--- src/rtl/vga_sync_decoder.sv ---
// vga_sync_decoder: recovers pixel coordinates, active video and lock status from an hsync/vsync pair
// Ports:
//   clock         pixel clock, the only clock
//   reset         asynchronous active-low reset
//   hsync, vsync  sync inputs from the ppu, active level given by SYNC_POL
//   locked        timing verified over a full clean frame, coordinates valid
//   active_video  current sample is an active pixel (only while locked)
//   pixel_x/y     column/row of the active pixel, 0 otherwise
//   frame_start   one-cycle pulse at each recovered frame start
//   timing_err    one-cycle pulse on any check failure while locked
//   err_flags     sticky: [0] line period, [1] hsync width, [2] frame length, [3] vsync width or hsync timeout
module vga_sync_decoder #(
    parameter int H_TOTAL  = 1688,
    parameter int H_SYNC   = 112,
    parameter int H_BACK   = 248,
    parameter int H_ACTIVE = 1280,
    parameter int V_TOTAL  = 1066,
    parameter int V_SYNC   = 3,
    parameter int V_BACK   = 38,
    parameter int V_ACTIVE = 1024,
    parameter bit SYNC_POL = 1'b0
) (
    input  logic        clock,
    input  logic        reset,
    input  logic        hsync,
    input  logic        vsync,
    output logic        locked,
    output logic        active_video,
    output logic [10:0] pixel_x,
    output logic [10:0] pixel_y,
    output logic        frame_start,
    output logic        timing_err,
    output logic [3:0]  err_flags
);
    localparam logic [1:0] SEARCH  = 2'd0;
    localparam logic [1:0] ACQUIRE = 2'd1;
    localparam logic [1:0] LOCKED  = 2'd2;
    localparam int HOFF = H_SYNC + H_BACK;
    localparam int VOFF = V_SYNC + V_BACK;

    logic        hs1, hs2, vs1, vs2, h_seen, vpend, ferr;
    logic [11:0] hcnt, hwidth;
    logic [10:0] vcnt, vwidth;
    logic [1:0]  state, state_n;
    logic        h_lead, h_trail, v_lead, v_trail, fs, timeout, av_n;
    logic [3:0]  err;

    always_comb begin
        h_lead  = hs1 & ~hs2;
        h_trail = ~hs1 & hs2;
        v_lead  = vs1 & ~vs2;
        v_trail = ~vs1 & vs2;
        // a pending or coincident vsync edge turns the next hsync edge into the frame start
        fs      = h_lead & (vpend | v_lead);
        timeout = hcnt == 12'(2 * H_TOTAL);
        // the first line edge after reset or timeout has no previous edge to measure against
        err[0]  = h_lead & h_seen & (hcnt + 12'd1 != 12'(H_TOTAL));
        err[1]  = h_trail & (hwidth != 12'(H_SYNC));
        err[2]  = fs & (state != SEARCH) & (vcnt + 11'd1 != 11'(V_TOTAL));
        err[3]  = (v_trail & (vwidth != 11'(V_SYNC))) | timeout;
        state_n = (timeout || state > LOCKED) ? SEARCH :
                  (state == SEARCH && fs) ? ACQUIRE :
                  (state == ACQUIRE && fs && !ferr && err == 4'd0) ? LOCKED :
                  (state == LOCKED && err != 4'd0) ? ACQUIRE : state;
        // gate with the next state so active_video never outlives locked
        av_n    = (state_n == LOCKED) &&
                  hcnt >= 12'(HOFF) && hcnt < 12'(HOFF + H_ACTIVE) &&
                  vcnt >= 11'(VOFF) && vcnt < 11'(VOFF + V_ACTIVE);
        locked      = state == LOCKED;
        frame_start = fs;
        timing_err  = (state == LOCKED) && err != 4'd0;
    end

    always_ff @(posedge clock or negedge reset) begin
        if (!reset) begin
            hs1          <= 1'b0;
            hs2          <= 1'b0;
            vs1          <= 1'b0;
            vs2          <= 1'b0;
            hcnt         <= '0;
            hwidth       <= '0;
            h_seen       <= 1'b0;
            vcnt         <= '0;
            vwidth       <= '0;
            vpend        <= 1'b0;
            ferr         <= 1'b0;
            err_flags    <= '0;
            state        <= SEARCH;
            active_video <= 1'b0;
            pixel_x      <= '0;
            pixel_y      <= '0;
        end else begin
            hs1          <= hsync == SYNC_POL;
            hs2          <= hs1;
            vs1          <= vsync == SYNC_POL;
            vs2          <= vs1;
            hcnt         <= h_lead ? '0 : hcnt + {11'd0, hcnt != '1};
            hwidth       <= hs1 ? hwidth + {11'd0, hwidth != '1} : '0;
            h_seen       <= ~timeout & (h_seen | h_lead);
            vcnt         <= fs ? '0 : vcnt + {10'd0, h_lead & (vcnt != '1)};
            vwidth       <= vs1 ? vwidth + {10'd0, h_lead & (vwidth != '1)} : '0;
            vpend        <= ~fs & (vpend | v_lead);
            ferr         <= ~fs & (ferr | (err != 4'd0));
            err_flags    <= err_flags | ((state != SEARCH) ? err : 4'd0);
            state        <= state_n;
            active_video <= av_n;
            pixel_x      <= av_n ? 11'(hcnt - 12'(HOFF)) : '0;
            pixel_y      <= av_n ? vcnt - 11'(VOFF) : '0;
        end
    end
endmodule

--- config.mk ---
export PLATFORM = sky130hd
export DESIGN_NAME = vga_sync_decoder
export DESIGN_NICKNAME = d
export VERILOG_FILES = /design/src/rtl/vga_sync_decoder.sv
export SDC_FILE = /design/constraint.sdc
export NUM_CORES = 1
export LEC_CHECK = 0
export CELL_PAD_IN_SITES_DETAIL_PLACEMENT = 1
export CELL_PAD_IN_SITES_GLOBAL_PLACEMENT = 2
export CORE_MARGIN = 10
export CORE_UTILIZATION = 35
export CTS_CLUSTER_SIZE = 24
export DETAILED_ROUTE_END_ITERATION = 12
export PLACE_DENSITY = 0.78
export SLEW_MARGIN = 20
export SYNTH_ARGS = -nofsm -noshare
export SYNTH_HDL_FRONTEND = slang
export SYNTH_SLANG_ARGS = --single-unit
--- constraint.sdc ---
create_clock -name clock -period 3.25 [get_ports clock]
set_clock_uncertainty 0.2 [all_clocks]
set_input_delay 0.975 -clock clock [delete_from_list [all_inputs] [get_ports clock]]
set_output_delay 0.975 -clock clock [all_outputs]
set_load 0.1 [all_outputs]
==> results of run 1 <==
## worst max-delay path, cell delays in order, from the launching register on
cell and delay [ps]:
dfrtp_1 390, ha_2 200, xor2_1 130, or4_4 420
o211ai_2 190, nand3_2 160, a21oi_4 170, nor3_4 60
buf_12 170
## registers in the layout (all words and copies together), names as in the netlist
name	cells
hwidth	12
vpend	1
vs1	1
ferr	1
vcnt	11
pixel_x	11
hs2	1
vs2	1
hs1	1
pixel_y	11
err_flags	4
h_seen	1
vwidth	11
state	2
hcnt	12
active_video	1
## what timing repair did
action / 4_1_cts / 5_1_grt
gates resized for setup: 3 / 11
endpoints found under the setup margin: 1 / 1
pin swaps: 2 / 1
buffers inserted: 0 / 1
## metrics by stage
step / TNS, ps / util / hold slack (ps) / area (um2)
6_report: -171.0 / 0.4449 / 257.7 / 5080
5_1_grt: -235.9 / 0.4449 / 285.1 / 5080
4_1_cts: -227.9 / 0.4407 / 263.3 / 5032
3_5_place_dp: 0 / 0.4157 / 249.7 / 4747
3_3_place_gp: 0 / 0.4157 / 247.6 / 4747
2_1_floorplan: -247.8 / - / 199.6 / 4101
## cell type report
type	instances	area [um2]	share of cell area
repair buffers	68	553.0	0.1089
flip-flops and latches	82	2056	0.4047
clock inverters	4	27.53	0.005419
inverters	18	67.56	0.01330
multi-input cells	303	1951	0.3840
clock buffers	12	246.5	0.04852
well taps	143	178.9	0.03522
## metal layers
layer / vias up / track usage / routed length (um)
met1: 1582 / 0.1636 / 4712
met5: - / 0 / 0
met2: 48 / 0.1999 / 4669
li1: 1577 / - / -
met3: 12 / 0.03929 / 412
met4: 0 / 0.04967 / 170
## cells in the final DEF, fill, tap and decap left out, types with 15 or more instances in the layout
cell type	Yosys	layout
nor2_1	69	69
dfrtp_1	82	79
inv_1	15	15
a21oi_1	17	16
xor2_1	26	26
nand3_1	21	21
nand2_1	21	21
buf_4	0	63
xnor2_1	17	17
## where the power goes
group | switching, mW | internal [mW]
Combinational | 0.228 | 0.160
Clock | 0.412 | 0.537
Sequential | 0.0441 | 1.07
Total | 0.684 | 1.76
## final timing paths
path / startpoint / to / slack (ps) / cells past startpoint
min in group asynchronous: reset / pixel_x[8] / 390 / 1
max: hcnt[3] / timing_err / -170 / 8
min reg2reg: vs1 / vs2 / 260 / 0
min: vs1 / vs2 / 260 / 0
max in group asynchronous: reset / hwidth[7] / 1850 / 2
max reg2reg: hcnt[3] / pixel_x[10] / 400 / 9
## logic make-up after synthesis
| family | Yosys count | share of synthesized area |
|---|---|---|
| simple gates | 187 | 0.2324 |
| fa+ha+maj | 13 | 0.03985 |
| compound gates | 60 | 0.09749 |
| buf+inv | 37 | 0.03525 |
| flops | 82 | 0.5028 |
| xor+xnor | 43 | 0.09227 |
==> results.cfg, run 1 <==
[synthesis]
synth_ff_type = dfrtp_1
synthArstFlopShare = 1.000
syn_nets = 439
synth_area_leaders = dfrtp_1 (50%), nor2_1 (6.3%), xor2_1 (5.6%)
yosysSeqAreaShare = 0.5028
ys_types = 51
synth_top_cell_by_area = dfrtp_1
synth_seq_cells = 82
yosys-top-cells-count = dfrtp_1 (82), nor2_1 (69), xor2_1 (26)
synth_most_common_cell = dfrtp_1
synth.top_cell.area_share = 0.5028
synth_area_um2 = 4081
synth_edf_count = 0
synth.avg_cell_area_um2 = 9.672
syn_inst = 422
yosys_warnings = 0

[clock_network]
cts.hold.buffers_added = 0
cts_max_path_buffers = 2
clock-root-buffer = clkbuf_16
cts.sinks = 82
htreeDepth = 3
clkTransAtPathRegs_ps = 60
cts-buffers-inserted = 9
cts_tree = built
clock_latency_ps = 350

[route]
viasPerCell = 5.110
dr_total_vias = 3219
detail-route-antenna-nets = 0
drc = 0
wire_per_inst_um = 15.82
first_pass_iters = 4
drt-initial-drc-count = 112
wl_um = 9964

[floorplan]
die_h_um = 128.0
top_level_ports = 34
start_util = 0.3574
core_um2 = 11420
die_w_um = 128.0
num_rows = 39
die_area_um2 = 16380

[pwr]
irDropWorstVdd_mv = 0.3019
finalPower_mw = 2.448
p_leak_nw = 2.349
p_per_area_nw_per_um2 = 481.8

[worst_setup_path]
critPathKind = reg2out
critical_path_required_ps = 2070
start_kind = flop
worstPathMaxFanout = 3
arrival_ps = 2250
endpoint_kind = output pin

[global_route]
grt_use_total = 0.1286
antenna_found_initial = 0
grt_pass1_wl_um = 17030
grt_pass1_vias = 3361
grt_max_degree = 49
grt-ovfl-total = 0

[sta]
rsz0062_at_grt = true
maxSlewViolCount = 0
tightest_slew_ps = 478.5
period_share = 1.053
finalWorstSetupSlack_ps = -171.0
max_freq_mhz = 292.3
setup_violations = 1
min_period_ps = 3421
slew_headroom = 0.6781
hold_viol_final = 0

[placed_design]
port_buffers = 33
dp_hpwl_um = 7240
pre_cts_ws_ps = 51.96
dpl.cell_count = 613
gp_congestion = 0.8098

[layout]
n_fill_cell = 1298
drive_gt1_frac = 0.2115
areaGrowthSynthToFinish_pct = 24.46
fin_cells = 630
n_antenna_cell = 0
nNetsFinal = 499

[status]
failed_checks = negative setup slack
status = finished, violations left

[run]
drv_cap = 0

[hold_path]
hp-class = reg2reg
Power figures use the tool's default switching activity.
==> run 2, diff against run 1 <==
--- a/config.mk
+++ b/config.mk
@@ -9,6 +9,7 @@
 export CELL_PAD_IN_SITES_GLOBAL_PLACEMENT = 2
 export CORE_MARGIN = 10
 export CORE_UTILIZATION = 35
+export CTS_BUF_LIST = sky130_fd_sc_hd__clkbuf_16
 export CTS_CLUSTER_SIZE = 24
 export DETAILED_ROUTE_END_ITERATION = 12
 export PLACE_DENSITY = 0.78
==> constraint.sdc (replaced) <==
create_clock -name clock -period 3.25 [get_ports clock]
set_clock_uncertainty 0.2 [all_clocks]
set_input_delay 0.975 -clock clock [delete_from_list [all_inputs] [get_ports clock]]
set_output_delay 0.975 -clock clock [all_outputs]
set_load 0.02 [all_outputs]
==> results.cfg, run 2 (synthesis results as in run 1) <==
[route]
wire_per_inst_um = 16.87
drt-initial-drc-count = 124
first_pass_iters = 4
dr_total_vias = 3436
drc = 0
viasPerCell = 5.083
wl_um = 11400
detail-route-antenna-nets = 0

[layout]
areaGrowthSynthToFinish_pct = 34.52
design_area_um2 = 5490
nNetsFinal = 545
reg_top3 = hcnt x12, hwidth x12
drive_gt1_frac = 0.2233
final_common_cell = buf_4
final_core_util = 0.4808
n_antenna_cell = 0
mostFrequentLayoutCells = buf_4 (82), dfrtp_1 (81), nor2_1 (69)
fin_cells = 676

[worst_setup_path]
endpoint_kind = output pin
worstPathMaxFanout = 2
arrival_ps = 2210
r2r_cells = 11
critical_path_required_ps = 2070
start_kind = flop
critPathKind = reg2out

[clock_network]
cts_tree = built
cts_max_path_buffers = 2
cts.sinks = 82
clock_latency_ps = 340
clock-root-buffer = clkbuf_16
clkTransAtPathRegs_ps = 60
htreeDepth = 3
cts-buffers-inserted = 9

[placed_design]
gp_congestion = 0.8428
port_buffers = 33
dpl.cell_count = 653
post_dp_cell_area_um2 = 5080
dp_hpwl_um = 8130

[floorplan]
die_h_um = 128.0
die_w_um = 128.0
num_rows = 39
top_level_ports = 34
die_area_um2 = 16380
core_um2 = 11420
start_util = 0.3574

[status]
failed_checks = negative setup slack
status = finished, violations left

[sta]
finalWorstSetupSlack_ps = -133.8
setup_tns_ps = -133.8
maxSlewViolCount = 0
tightest_slew_ps = 549.2
max_freq_mhz = 295.5
rsz0062_at_grt = true
slew_headroom = 0.6300
hold_viol_final = 0
setup_violations = 1
period_share = 1.041
min_period_ps = 3384

[global_route]
grt_use_total = 0.1457
grt_pass1_wl_um = 19510
grt_pass1_vias = 3855
grt-ovfl-total = 0
antenna_found_initial = 0
grt_max_degree = 51

[pwr]
p_leak_nw = 2.566
p_per_area_nw_per_um2 = 457.9
irDropWorstVdd_mv = 0.3147

[run]
drv_cap = 0

[hold_path]
holdPathStages = 0
hp-class = reg2reg
run 2: path summary, 6_finish.rpt:
path,start,to,slack (ps)
min in group asynchronous,reset,pixel_x[7],380
max in group asynchronous,reset,vcnt[3],1850
setup reg to reg,hcnt[4],pixel_x[10],180
hold / removal,hs1,hs2,240
hold reg to reg,hs1,hs2,240
setup / recovery,hcnt[4],timing_err,-130
run 2: per-layer routing:
layer	GRT usage	vias to the layer above	part of all wire
met5	0	-	0
met4	0.04636	0	0.014
met3	0.04012	12	0.038
met2	0.2480	53	0.51
met1	0.1738	1706	0.44
li1	-	1665	-
run 2: report_power, final:
part	leakage (nW)	internal [mW]	switching, mW
Sequential	1.09	1.07	0.0448
Combinational	1.35	0.231	0.254
Clock	0.130	0.507	0.410
Total	2.57	1.81	0.709
run 2: timing repair:
action,4_1_cts,5_1_grt
hold buffers,0,0
setup buffers,6,1
gates resized for setup,16,9
setup endpoints to repair,2,7
pin swaps,1,2
run 2: critical path, stage by stage, from the launching register on:
cell	delay (ps)
dfrtp_1	390
ha_2	200
xor2_1	140
or4_4	440
o211ai_4	230
nand3_2	110
a21oi_2	140
nor3_2	60
buf_4	160
run 2: final cells by class:
class                      instances  area (um2)
sequential                        82        2053
clock inverter                     7       37.54
multi-input combinational        303        1983
clock buffer                       9       225.2
timing repair buffer             114       944.7
inverter                          18       67.56
tap                              143       178.9
fill                            1294        5928
run 2: metrics by stage:
step / worst slack [ps] / hold WS (ps) / total power, mW
CTS: -129.4 / 243.3 / 2.537
detailed placement: -298.7 / 229.5 / 1.576
global route: -236.0 / 263.4 / 2.651
floorplan: 13.49 / 199.6 / 1.337
finish: -133.8 / 237.0 / 2.514
global placement: -200.8 / 244.6 / 1.557
